### config.mk
export PLATFORM = sky130hd
export DESIGN_NAME = complex_sum
export DESIGN_NICKNAME = d
export VERILOG_FILES = /design/src/rtl/complex_sum.sv
export SDC_FILE = /design/constraint.sdc
export NUM_CORES = 1
export LEC_CHECK = 0
export BUFFER_PORTS_ARGS = -buffer_cell sky130_fd_sc_hd__buf_2
export CAP_MARGIN = 20
export CORE_UTILIZATION = 45
export DETAILED_ROUTE_END_ITERATION = 7
export GPL_TIMING_DRIVEN = 0
export PLACE_DENSITY_LB_ADDON = 0.2
export SYNTH_ARGS = -nofsm -noshare
export SYNTH_HDL_FRONTEND = slang
export SYNTH_SLANG_ARGS = --single-unit
### constraint.sdc
create_clock -name clock -period 6.5 [get_ports clock]
set_clock_uncertainty 0.05 [all_clocks]
set_input_delay 1.3 -clock clock [delete_from_list [all_inputs] [get_ports clock]]
set_output_delay 1.3 -clock clock [all_outputs]
set_load 0.01 [all_outputs]
### src/rtl/complex_sum.sv
// Two-lane packed complex adder/subtractor: {RE, IM} lanes, each signed LANE_W bits.
// The operands are registered first, then the lane results, so the latency is two clocks.
module complex_sum #(
  parameter int LANE_W   = 32,
  parameter bit SATURATE = 1'b1
) (
  input  logic                clock,
  input  logic                reset,
  input  logic                start,
  input  logic                sub,
  input  logic [2*LANE_W-1:0] sum_A,
  input  logic [2*LANE_W-1:0] sum_B,
  output logic [2*LANE_W-1:0] sum_out,
  output logic                done,
  output logic [1:0]          ovf
);

  logic [2*LANE_W-1:0] a_reg;
  logic [2*LANE_W-1:0] b_reg;
  logic                sub_reg;
  logic                valid1_reg;

  logic [2*LANE_W-1:0] sum_out_reg;
  logic                done_reg;
  logic [1:0]          ovf_reg;

  logic [2*LANE_W-1:0] sum_next;
  logic [1:0]          ovf_next;

  // Lane 0 is IM (low half) and lane 1 is RE (high half).
  // Each lane is computed one bit wider, so no carry or borrow crosses between lanes.
  genvar gi;
  generate
    for (gi = 0; gi < 2; gi++) begin : g_lane
      logic [LANE_W:0]   a_ext;
      logic [LANE_W:0]   b_ext;
      logic [LANE_W:0]   wide;
      logic              lane_ovf;
      logic [LANE_W-1:0] lane_res;

      always_comb begin
        a_ext    = {a_reg[gi*LANE_W+LANE_W-1], a_reg[gi*LANE_W +: LANE_W]};
        b_ext    = {b_reg[gi*LANE_W+LANE_W-1], b_reg[gi*LANE_W +: LANE_W]};
        wide     = sub_reg ? (a_ext - b_ext) : (a_ext + b_ext);
        lane_ovf = wide[LANE_W] ^ wide[LANE_W-1];
        lane_res = wide[LANE_W-1:0];
        // The wide sign bit tells the true direction of the overflow.
        if (lane_ovf && SATURATE) begin
          lane_res = wide[LANE_W] ? {1'b1, {(LANE_W-1){1'b0}}}
                                  : {1'b0, {(LANE_W-1){1'b1}}};
        end
      end

      assign sum_next[gi*LANE_W +: LANE_W] = lane_res;
      assign ovf_next[gi]                  = lane_ovf;
    end
  endgenerate

  always_ff @(posedge clock) begin
    if (reset) begin
      a_reg       <= '0;
      b_reg       <= '0;
      sub_reg     <= 1'b0;
      valid1_reg  <= 1'b0;
      sum_out_reg <= '0;
      done_reg    <= 1'b0;
      ovf_reg     <= 2'b00;
    end else begin
      valid1_reg <= start;
      if (start) begin
        a_reg   <= sum_A;
        b_reg   <= sum_B;
        sub_reg <= sub;
      end
      done_reg <= valid1_reg;
      if (valid1_reg) begin
        sum_out_reg <= sum_next;
        ovf_reg     <= ovf_next;
      end
    end
  end

  assign sum_out = sum_out_reg;
  assign done    = done_reg;
  assign ovf     = ovf_reg;

endmodule

==> results of run 1 <==
==> power breakdown <==
part / internal [mW] / switching [mW]
Combinational: 0.486 / 0.642
Clock: 0.668 / 0.493
Sequential: 1.30 / 0.0735
Total: 2.45 / 1.21
==> final timing paths <==
path | start | endpoint | cells after the start
max | sub_reg$_SDFFE_PP0P_ | sum_out[32]$_SDFFE_PP0P_ | 16
min reg2reg | sum_out[61]$_SDFFE_PP0P_ | sum_out[61]$_SDFFE_PP0P_ | 2
min | sum_out[61]$_SDFFE_PP0P_ | sum_out[61]$_SDFFE_PP0P_ | 2
max reg2reg | sub_reg$_SDFFE_PP0P_ | sum_out[32]$_SDFFE_PP0P_ | 16
==> worst max-delay path, cell delays in order (launching register included) <==
cell                       delay [ps]
sky130_fd_sc_hd__dfxtp_1          490
sky130_fd_sc_hd__clkbuf_1         570
sky130_fd_sc_hd__buf_1            630
sky130_fd_sc_hd__mux2i_1          420
sky130_fd_sc_hd__ha_1             290
sky130_fd_sc_hd__nor2b_1          130
sky130_fd_sc_hd__o21ai_1          160
sky130_fd_sc_hd__a21oi_1          130
sky130_fd_sc_hd__o31ai_1          550
sky130_fd_sc_hd__a211oi_1         270
sky130_fd_sc_hd__o21ai_1          230
sky130_fd_sc_hd__a31oi_1          160
sky130_fd_sc_hd__xnor2_1          640
sky130_fd_sc_hd__buf_2            350
sky130_fd_sc_hd__nor2_1           100
sky130_fd_sc_hd__nor2_1           470
sky130_fd_sc_hd__o21ai_0          180
==> metal layers <==
metal | track usage (%) | up-vias | wire, µm
met5 | 0 | - | 0
met3 | 4.119 | 40 | 1781
met1 | 33.92 | 4860 | 15990
li1 | - | 5360 | -
met4 | 7.631 | 0 | 667
met2 | 40.36 | 298 | 15090
==> cell type report <==
cell class                      count  area, µm²  area share, %
Sequential cell                   197       3944          28.33
Clock buffer                       21      460.4          3.307
Buffer                             71      304.0          2.184
Multi-Input combinational cell   1103       7537          54.14
Clock inverter                     10      168.9          1.213
Timing Repair Buffer              196      980.9          7.046
Antenna cell                        1      2.502        0.01797
Inverter                           28      105.1         0.7549
Tap cell                          335      419.2          3.011
==> kinds of logic (layout without fill, tap and decap cells) <==
kind of cell / after synthesis / after routing / synth area share (%)
flip-flops: 197 / 197 / 33.17
AO/OA/AOI/OAI: 296 / 296 / 15.95
buffers and inverters: 99 / 326 / 3.441
AND/OR/NAND/NOR: 449 / 449 / 16.87
adder cells (fa/ha/maj): 100 / 100 / 10.01
multiplexers: 135 / 135 / 11.38
other: 0 / 1 / 0
XOR/XNOR: 123 / 123 / 9.187
==> layout by cell type, fill, tap and decap left out, types with 6 or more instances in the layout <==
master	count
sky130_fd_sc_hd__o21ai_1	6
sky130_fd_sc_hd__a221o_1	8
sky130_fd_sc_hd__buf_2	202
sky130_fd_sc_hd__buf_1	18
sky130_fd_sc_hd__nand3_1	13
sky130_fd_sc_hd__clkbuf_16	17
sky130_fd_sc_hd__dfxtp_1	197
sky130_fd_sc_hd__nor2b_1	6
sky130_fd_sc_hd__nor2_1	255
sky130_fd_sc_hd__clkbuf_1	44
sky130_fd_sc_hd__maj3_1	29
sky130_fd_sc_hd__mux2i_1	134
sky130_fd_sc_hd__and3_1	9
sky130_fd_sc_hd__and2_1	8
sky130_fd_sc_hd__nand2b_1	10
sky130_fd_sc_hd__a211oi_1	40
sky130_fd_sc_hd__a21o_1	38
sky130_fd_sc_hd__a31oi_1	11
sky130_fd_sc_hd__nor3_1	27
sky130_fd_sc_hd__a21oi_1	97
sky130_fd_sc_hd__nor4_1	12
sky130_fd_sc_hd__inv_1	28
sky130_fd_sc_hd__ha_1	66
sky130_fd_sc_hd__xnor2_1	87
sky130_fd_sc_hd__o21ai_0	50
sky130_fd_sc_hd__nand2_1	74
sky130_fd_sc_hd__xor2_1	34
==> through the flow <==
step | power (mW) | worst slack (ps)
after floorplan | 2.207 | 2022
after global placement | 2.507 | 737.0
after detailed placement | 2.519 | 612.0
after CTS | 3.677 | 575.0
after global routing | 3.861 | 129.6
final | 3.660 | 513.1
==> qor.txt, run 1 <==
status -> complete, but fails checks
failing checks -> DRC
Synth warnings -> 0
Std-Cell Rows -> 59
flip-flop cell with the highest count after synthesis -> sky130_fd_sc_hd__dfxtp_1
average vias per placed instance -> 5.381
maximum achievable frequency -> 0.1670 GHz
sort of element at the end of the critical path -> flip-flop
final weighted congestion in routability-driven placement -> 0.8769
clock tree root buffer cell -> sky130_fd_sc_hd__clkbuf_16
count of different cell masters after synthesis -> 72
Hold Path Class -> flip-flop to flip-flop
maximum buffer depth of the clock tree -> 2
overall overflow remaining after global route -> 0
Rel. slew slack -> 29.18%
DIE WIDTH -> 164.6 µm
number of synthesized register bits -> 197
PostCTS Resize Cnt -> 0
share of post-route cells with drive strength above 1 -> 16.24%
actual transition at the worst max-transition pin -> 1062 ps
Die Height -> 164.6 µm
Post-Layout Cell Count -> 1962
most used standard cells in the synthesized netlist -> sky130_fd_sc_hd__nor2_1, sky130_fd_sc_hd__dfxtp_1, sky130_fd_sc_hd__mux2i_1
maximum fanout count along the critical path -> 10
starting DRC count in detailed routing -> 564
WP data required -> 6760 ps
most repeated cell in the gate-level netlist after synthesis -> sky130_fd_sc_hd__nor2_1
drt pass-1 iters -> 8
instance count of the mapped netlist -> 1399
floorplan die area -> 27080 µm²
deepest level of the CTS H-tree -> 4
critical path arrival -> 6240 ps
combined area of all synthesized cells -> 11890 µm²
leakage power of the design -> 6.344 nW
count of final hold-check violations -> 0
leading post-synthesis cells by cell area -> sky130_fd_sc_hd__dfxtp_1, sky130_fd_sc_hd__mux2i_1, sky130_fd_sc_hd__nor2_1
area fraction of the dominant cell type after synthesis -> 33.17%
antenna violations before repair -> 1
area of the core region -> 25980 µm²
Top Ports -> 199
DR WL/cell -> 17.09 µm
setup-violating endpoint count in the final report -> 0
type of the setup path with the least slack -> flip-flop to flip-flop
Total GRT Usage -> 24.99%
Post-Route WL -> 33.53 mm
worst hold slack -> 402.5 ps
CTS tree -> built
largest net degree at the start of global routing -> 17
Final min period -> 5987 ps
wire length of the first global-routing pass -> 52.24 mm
clock-pin transition on the worst setup and hold timing paths -> 80 ps
number of synthesized flops with an enable pin -> 0
fill cell total of the finished layout -> 2576
initial core utilization -> 45.76%
final period utilization -> 92.11%
Skew-Pair Late Insertion Delay -> 450 ps
sinks on the clock net -> 197
leading area contributor after synthesis -> sky130_fd_sc_hd__dfxtp_1
register area share after synthesis -> 33.17%
element type at the critical path start -> flip-flop
nets -> 1814
setup TNS after final layout -> 0 ps
IR drop worst, VDD -> 242.3 µV
number of global-route vias before repair -> 9980
final std cell area, no fill -> 13920 µm²
power density over the cells -> 262.9 nW/µm²
Post-Place Cells -> 1930
total of max-cap violations -> 0
final core utilization -> 53.58%
placement-stage cell area -> 13290 µm²
average cell area after synthesis -> 8.499 µm²
FF-to-FF setup slack -> 510 ps
Final Slew Violations -> 0
Antenna Nets Post-Route -> 0
share of synthesized registers carrying an async set or reset -> 0%
routed vias -> 10560
TritonCTS buffer count -> 17
synthesized netlist net count -> 1599
final HPWL from detailed placement -> 26.11 mm
setup repair after global routing missed its margin -> no
hold-fix buffers at CTS -> 0
post-CTS setup buffers -> 0
area growth from synthesis to final layout -> 17.09%
number of I/O port buffers -> 196
Remaining DRCs -> 4
Note: power is estimated with default switching activity, not from simulation.
==> run 2, diff against run 1 <==
--- a/config.mk
+++ b/config.mk
@@ -7,7 +7,9 @@
 export LEC_CHECK = 0
 export BUFFER_PORTS_ARGS = -buffer_cell sky130_fd_sc_hd__buf_2
 export CAP_MARGIN = 20
-export CORE_UTILIZATION = 45
+export CELL_PAD_IN_SITES_DETAIL_PLACEMENT = 2
+export CELL_PAD_IN_SITES_GLOBAL_PLACEMENT = 2
+export CORE_UTILIZATION = 37
 export DETAILED_ROUTE_END_ITERATION = 7
 export GPL_TIMING_DRIVEN = 0
 export PLACE_DENSITY_LB_ADDON = 0.2
==> run 2 against run 1 <==
  * The run now ends clean
  * Clock power about the same
  * Clock-buffer cell count decreased by 1
  * Critical path depth unchanged
  * First-iteration DRC count decreased by 14%
  * Cell count increased by 3.5%
  * Routed wire length increased by 28%
  * Sequential power about the same
  * Final area increased by 0.64%
  * Register-to-register slack improved by 30 ps
  * Power increased by 2.2%
  * Non-clock buffer count unchanged
  * Critical path type unchanged
==> qor.txt, run 2 (synthesized netlist as in run 1, its figures left out) <==
status -> finished clean
Post-Place Cells -> 1997 (+3.5%)
fraction of power consumed by sequential logic -> 36.7% (-0.8 points)
critical path arrival -> 6230 ps (about the same)
final HPWL from detailed placement -> 33.58 mm (+29%)
sort of element at the end of the critical path -> flip-flop
share of post-route cells with drive strength above 1 -> 16.47% (+0.24 points)
wire length of the first global-routing pass -> 67.16 mm (+29%)
actual transition at the worst max-transition pin -> 979.5 ps (-82.75 ps)
average vias per placed instance -> 5.514 (+2.5%)
beginning of the worst hold path -> sum_out[33]$_SDFFE_PP0P_
maximum achievable frequency -> 0.1677 GHz (+0.42%)
most frequent cells in the layout -> sky130_fd_sc_hd__nor2_1, sky130_fd_sc_hd__buf_2, sky130_fd_sc_hd__dfxtp_1
area growth from synthesis to final layout -> 17.84%
worst hold slack -> 403.8 ps (+1.265 ps)
Post-Route WL -> 42.98 mm (+28%)
share of total power in combinational logic -> 32.0% (+1.2 points)
type of the setup path with the least slack -> flip-flop to flip-flop
Final min period -> 5962 ps (-25.11 ps)
Post-Layout Cell Count -> 2030 (+3.5%)
Std-Cell Rows -> 65 (+10%)
Final Power -> 3.741 mW (+2.2%)
setup TNS after final layout -> 0 ps (unchanged)
capture instance of the worst register-to-register path -> sum_out[34]$_SDFFE_PP0P_
initial core utilization -> 37.68% (-8.1 points)
final weighted congestion in routability-driven placement -> 0.8846 (+0.88%)
clock tree root buffer cell -> sky130_fd_sc_hd__clkbuf_16
IR drop worst, VDD -> 205.0 µV (-15%)
leakage power of the design -> 6.345 nW (about the same)
Worst R2R Start -> sub_reg$_SDFFE_PP0P_
Die Height -> 181.3 µm (+10%)
DR WL/cell -> 21.17 µm (+24%)
Rel. slew slack -> 34.59% (+5.4 points)
overall overflow remaining after global route -> 0 (unchanged)
clock-pin transition on the worst setup and hold timing paths -> 80 ps (about the same)
floorplan die area -> 32860 µm² (+21%)
total of max-cap violations -> 0 (unchanged)
sinks on the clock net -> 197 (unchanged)
P_sw -> 1.319 mW (+9.2%)
internal power component -> 2.422 mW (-1.2%)
TritonCTS buffer count -> 17 (unchanged)
Top Ports -> 199 (unchanged)
Min-Delay Path Depth -> 2 (unchanged)
hold-critical path endpoint -> sum_out[33]$_SDFFE_PP0P_
antenna violations before repair -> 1 (unchanged)
final period utilization -> 91.72% (-0.39 points)
Final Slew Violations -> 0 (unchanged)
DIE WIDTH -> 181.3 µm (+10%)
clock network fraction of design power -> 31.2% (-0.5 points)
nets -> 1814 (unchanged)
CTS tree -> built
routed vias -> 11190 (+6.0%)
Antenna Nets Post-Route -> 0 (unchanged)
largest net degree at the start of global routing -> 18 (+1)
Remaining DRCs -> 0 (-4)
setup repair after global routing missed its margin -> no
maximum fanout count along the critical path -> 10 (unchanged)
starting DRC count in detailed routing -> 483 (-14%)
number of global-route vias before repair -> 12100 (+21%)
count of final hold-check violations -> 0 (unchanged)
Total GRT Usage -> 26.42% (+1.4 points)
FF-to-FF setup slack -> 540 ps (+30 ps)
maximum buffer depth of the clock tree -> 2 (unchanged)
area of the core region -> 31560 µm² (+21%)
power density over the cells -> 267.0 nW/µm² (+1.6%)
commonest non-fill, non-tap cell in the layout -> sky130_fd_sc_hd__nor2_1
number of I/O port buffers -> 196 (unchanged)
hold-fix buffers at CTS -> 0 (unchanged)
Hold Path Class -> flip-flop to flip-flop
logic depth of the worst register-to-register path -> 16 (unchanged)
Skew-Pair Late Insertion Delay -> 470 ps (+20 ps)
WP data required -> 6770 ps (about the same)
net switching share of the total power -> 35.25% (+2.2 points)
element type at the critical path start -> flip-flop
deepest level of the CTS H-tree -> 4 (unchanged)
drt pass-1 iters -> 5 (-3)
setup-violating endpoint count in the final report -> 0 (unchanged)
==> run 2: how the worst max path moves through the flow <==
stage                                 from                        to  cells after the start
global placement      sub_reg$_SDFFE_PP0P_  sum_out[41]$_SDFFE_PP0P_                     16
global route        b_reg[34]$_SDFFE_PP0P_  sum_out[32]$_SDFFE_PP0P_                     19
detailed placement    sub_reg$_SDFFE_PP0P_  sum_out[34]$_SDFFE_PP0P_                     16
floorplan            b_reg[2]$_SDFFE_PP0P_  sum_out[25]$_SDFFE_PP0P_                     17
CTS                   sub_reg$_SDFFE_PP0P_  sum_out[34]$_SDFFE_PP0P_                     16
finish                sub_reg$_SDFFE_PP0P_  sum_out[34]$_SDFFE_PP0P_                     16
==> run 2: power groups by stage <==
stage,clock (mW),combinational [mW],sequential [mW]
after CTS,1.19,1.21,1.37
after global placement,0,1.13,1.40
after global routing,1.24,1.31,1.38
final,1.17,1.20,1.37
after floorplan,0,0.808,1.40
after detailed placement,0,1.18,1.40
==> run 2: layer usage <==
metal	global-route usage (%)	vias to the layer above	part of all wire, %
li1	-	5359	-
met1	33.35	5574	46
met2	46.51	211	49
met3	3.628	49	3.2
met4	7.695	0	2.0
met5	0	-	0
==> run 2: timing repair <==
action	CTS	global route
setup buffers	0	0
setup endpoints to repair	0	6
resized for setup	0	2
==> run 2: area by class of cell <==
cell class / instances / area [µm²]
repair buffers: 196 / 980.9
flip-flops and latches: 197 / 3944
diodes: 1 / 2.502
clock inverters: 12 / 170.2
well taps: 402 / 503.0
fillers: 3623 / 17540
inverters: 28 / 105.1
clock buffers: 20 / 456.7
multi-input cells: 1103 / 7543
plain buffers: 71 / 305.3
==> run 2: critical path, stage by stage, from the launching register on <==
cell and delay, ps:
sky130_fd_sc_hd__dfxtp_1 510, sky130_fd_sc_hd__clkbuf_1 580, sky130_fd_sc_hd__clkbuf_2 470, sky130_fd_sc_hd__mux2i_1 420, sky130_fd_sc_hd__ha_1 300, sky130_fd_sc_hd__nor2b_1 130
sky130_fd_sc_hd__o21ai_1 170, sky130_fd_sc_hd__a21oi_1 140, sky130_fd_sc_hd__o31ai_1 600, sky130_fd_sc_hd__a211oi_1 260, sky130_fd_sc_hd__o21ai_1 220, sky130_fd_sc_hd__a31oi_1 160
sky130_fd_sc_hd__xnor2_1 660, sky130_fd_sc_hd__buf_2 370, sky130_fd_sc_hd__nor2_1 120, sky130_fd_sc_hd__nor2_1 450, sky130_fd_sc_hd__o21ai_0 180
==> run 2: per-stage QoR <==
| step | area, µm² | util [%] | setup slack [ps] |
|---|---|---|---|
| 4_1_cts | 14000 | 44.37 | 277.3 |
| 3_3_place_gp | 13370 | 42.38 | 478.7 |
| 3_5_place_dp | 13370 | 42.38 | 335.9 |
| 2_1_floorplan | 11890 | - | 2022 |
| 6_report | 14010 | 44.40 | 538.2 |
| 5_1_grt | 14010 | 44.39 | 135.6 |
==> run 3, diff against run 2 <==
--- a/config.mk
+++ b/config.mk
@@ -12,7 +12,9 @@
 export CORE_UTILIZATION = 37
 export DETAILED_ROUTE_END_ITERATION = 7
 export GPL_TIMING_DRIVEN = 0
-export PLACE_DENSITY_LB_ADDON = 0.2
+export PLACE_DENSITY = 0.85
+export REMOVE_ABC_BUFFERS = 1
+export SKIP_LAST_GASP = 1
 export SYNTH_ARGS = -nofsm -noshare
 export SYNTH_HDL_FRONTEND = slang
 export SYNTH_SLANG_ARGS = --single-unit
==> run 3 against run 2 <==
  * Hold slack better by 8.6 ps
  * Final area decreased by 1.1%
  * Register-to-register slack better by 120 ps
  * Sequential cell count did not move
  * Largest power group unchanged
  * Setup slack gained 120 ps
  * Critical path depth did not move
  * Utilization is 0.50 points lower
  * Via count down 4.5%
  * Global-route usage shrank 3.0 points
  * Clock-buffer cell count decreased by 1
  * Largest cell class unchanged
  * Sequential share of layout area rose by 0.34 points
==> qor.txt, run 3 (synthesized netlist as in run 1, its figures left out) <==
status -> finished clean
element type at the critical path start -> flip-flop
nets -> 1754 (-3.3%)
sort of element at the end of the critical path -> flip-flop
DR WL/cell -> 19.19 µm (-9.3%)
power density over the cells -> 259.2 nW/µm² (-2.9%)
final std cell area, no fill -> 13850 µm² (-1.1%)
TritonCTS buffer count -> 17 (unchanged)
capture instance of the worst register-to-register path -> sum_out[35]$_SDFFE_PP0P_
timing startpoint of the critical path -> b_reg[38]$_SDFFE_PP0P_
Final Power -> 3.591 mW (-4.0%)
DIE WIDTH -> 181.3 µm (unchanged)
setup repair after global routing missed its margin -> no
FF-to-FF setup slack -> 660 ps (+120 ps)
Hold Path Class -> flip-flop to flip-flop
starting DRC count in detailed routing -> 388 (-20%)
logic depth of the worst register-to-register path -> 16 (unchanged)
capturing instance or port of the critical path -> sum_out[35]$_SDFFE_PP0P_
worst hold slack -> 412.4 ps (+8.629 ps)
Worst path max stage delay -> 650 ps (about the same)
final core utilization -> 43.91% (-0.50 points)
area growth from synthesis to final layout -> 16.52%
Top Ports -> 199 (unchanged)
leakage power of the design -> 6.283 nW (-0.97%)
cell count along the critical path -> 16 (unchanged)
setup-violating endpoint count in the final report -> 0 (unchanged)
overall overflow remaining after global route -> 0 (unchanged)
setup TNS after final layout -> 0 ps (unchanged)
total of max-cap violations -> 0 (unchanged)
clock-pin transition on the worst setup and hold timing paths -> 80 ps (about the same)
sinks on the clock net -> 197 (unchanged)
antenna violations before repair -> 1 (unchanged)
Final min period -> 5838 ps (-123.5 ps)
Remaining DRCs -> 0 (unchanged)
final weighted congestion in routability-driven placement -> 0.8309 (-6.1%)
hold-fix buffers at CTS -> 0 (unchanged)
post-CTS setup buffers -> 0 (unchanged)
largest net degree at the start of global routing -> 98 (+80)
placement-stage cell area -> 13290 µm² (-0.65%)
number of I/O port buffers -> 198 (+1.0%)
share of post-route cells with drive strength above 1 -> 17.23% (+0.76 points)
deepest level of the CTS H-tree -> 4 (unchanged)
cell class contributing the biggest share of worst-path delay -> simple AND/OR/NAND/NOR gates
Min-Delay Path Depth -> 2 (unchanged)
average vias per placed instance -> 5.428 (-1.6%)
Post-Place Cells -> 1937 (-3.0%)
Final Slew Violations -> 0 (unchanged)
clock tree root buffer cell -> sky130_fd_sc_hd__clkbuf_16
initial core utilization -> 37.68% (unchanged)
final HPWL from detailed placement -> 28.20 mm (-16%)
WP data required -> 6770 ps (about the same)
antenna cells -> 0 (-1)
Worst Setup Slack post-DPL -> 530.0 ps (+194.2 ps)
Rel. slew slack -> 39.38% (+4.8 points)
area of the core region -> 31560 µm² (unchanged)
type of the setup path with the least slack -> flip-flop to flip-flop
actual transition at the worst max-transition pin -> 902.9 ps (-76.64 ps)
Worst R2R Start -> b_reg[38]$_SDFFE_PP0P_
wire length of the first global-routing pass -> 61.55 mm (-8.4%)
final setup margin -> 661.7 ps (+123.5 ps)
Antenna Nets Post-Route -> 0 (unchanged)
critical path buffer and inverter count -> 0 (-3)
IR drop worst, VDD -> 182.7 µV (-11%)
routed vias -> 10690 (-4.5%)
final period utilization -> 89.82% (-1.9 points)
count of final hold-check violations -> 0 (unchanged)
maximum buffer depth of the clock tree -> 2 (unchanged)
commonest non-fill, non-tap cell in the layout -> sky130_fd_sc_hd__nor2_1
floorplan die area -> 32860 µm² (unchanged)
Total GRT Usage -> 23.41% (-3.0 points)
CTS tree -> built
number of global-route vias before repair -> 11710 (-3.3%)
most frequent cells in the layout -> sky130_fd_sc_hd__nor2_1, sky130_fd_sc_hd__buf_2, sky130_fd_sc_hd__dfxtp_1
Post-Layout Cell Count -> 1969 (-3.0%)
Die Height -> 181.3 µm (unchanged)
drt pass-1 iters -> 4 (-1)
Skew-Pair Late Insertion Delay -> 470 ps (about the same)
maximum fanout count along the critical path -> 13 (+3)
Post-Route WL -> 37.79 mm (-12%)
Std-Cell Rows -> 65 (unchanged)
cell with the largest stage delay on the worst path -> sky130_fd_sc_hd__nor3b_2
critical path arrival -> 6110 ps (-120 ps)
maximum achievable frequency -> 0.1713 GHz (+2.1%)
Critical Path, Cell by Cell -> nor4_1, nor3b_2, and2_1, a31oi_1, xnor2_1, ha_1, nand3_1, nor2_1, nand3_1, a211oi_1, o21ai_1, a31oi_1, xnor2_1, nand2_1, a21oi_1, o21ai_0
## run 3: how the worst min path moves through the flow
stage / startpoint / to / slack [ps]
after floorplan: a_reg[0]$_SDFFE_PP0P_ / a_reg[0]$_SDFFE_PP0P_ / 410
after global routing: sum_out[34]$_SDFFE_PP0P_ / sum_out[34]$_SDFFE_PP0P_ / 440
final: sum_out[61]$_SDFFE_PP0P_ / sum_out[61]$_SDFFE_PP0P_ / 410
after detailed placement: sum_out[34]$_SDFFE_PP0P_ / sum_out[34]$_SDFFE_PP0P_ / 400
after CTS: sum_out[61]$_SDFFE_PP0P_ / sum_out[61]$_SDFFE_PP0P_ / 420
after global placement: sum_out[33]$_SDFFE_PP0P_ / sum_out[33]$_SDFFE_PP0P_ / 390
## run 3: area by class of cell
type	instances	area, µm²
tap	402	503.0
clock inverter	13	118.9
inverter	28	105.1
timing repair buffer	207	1171
multi-input combinational	1103	7567
fill	3575	17700
clock buffer	19	442.9
sequential	197	3946
## run 3: layer usage
metal  GRT usage [%]  vias to the layer above  part of all wire [%]
li1                -                     5238                     -
met1           26.78                     5243                    43
met2           44.31                      167                    53
met3           3.870                       35                   2.3
met4           6.407                        5                   1.3
met5               0                        -                  0.16
## run 3: power by group
part,internal (mW),leakage [nW],switching (mW)
registers,1.30,1.62,0.0899
clock network,0.514,0.270,0.537
logic,0.490,4.39,0.662
## run 3: repair_timing
item	CTS	global route
resized for setup	0	1
setup endpoints to repair	0	6
hold endpoints to repair	0	0
## run 3: worst reg2reg max path: cells and delay by family (launching register included)
family,cells,cell delay [ps]
AOI/OAI and AO/OA,6,1500
xor gates and xnor gates,2,620
adders and majority gates,1,400
and+or+nand+nor,7,2760
DFF,1,370
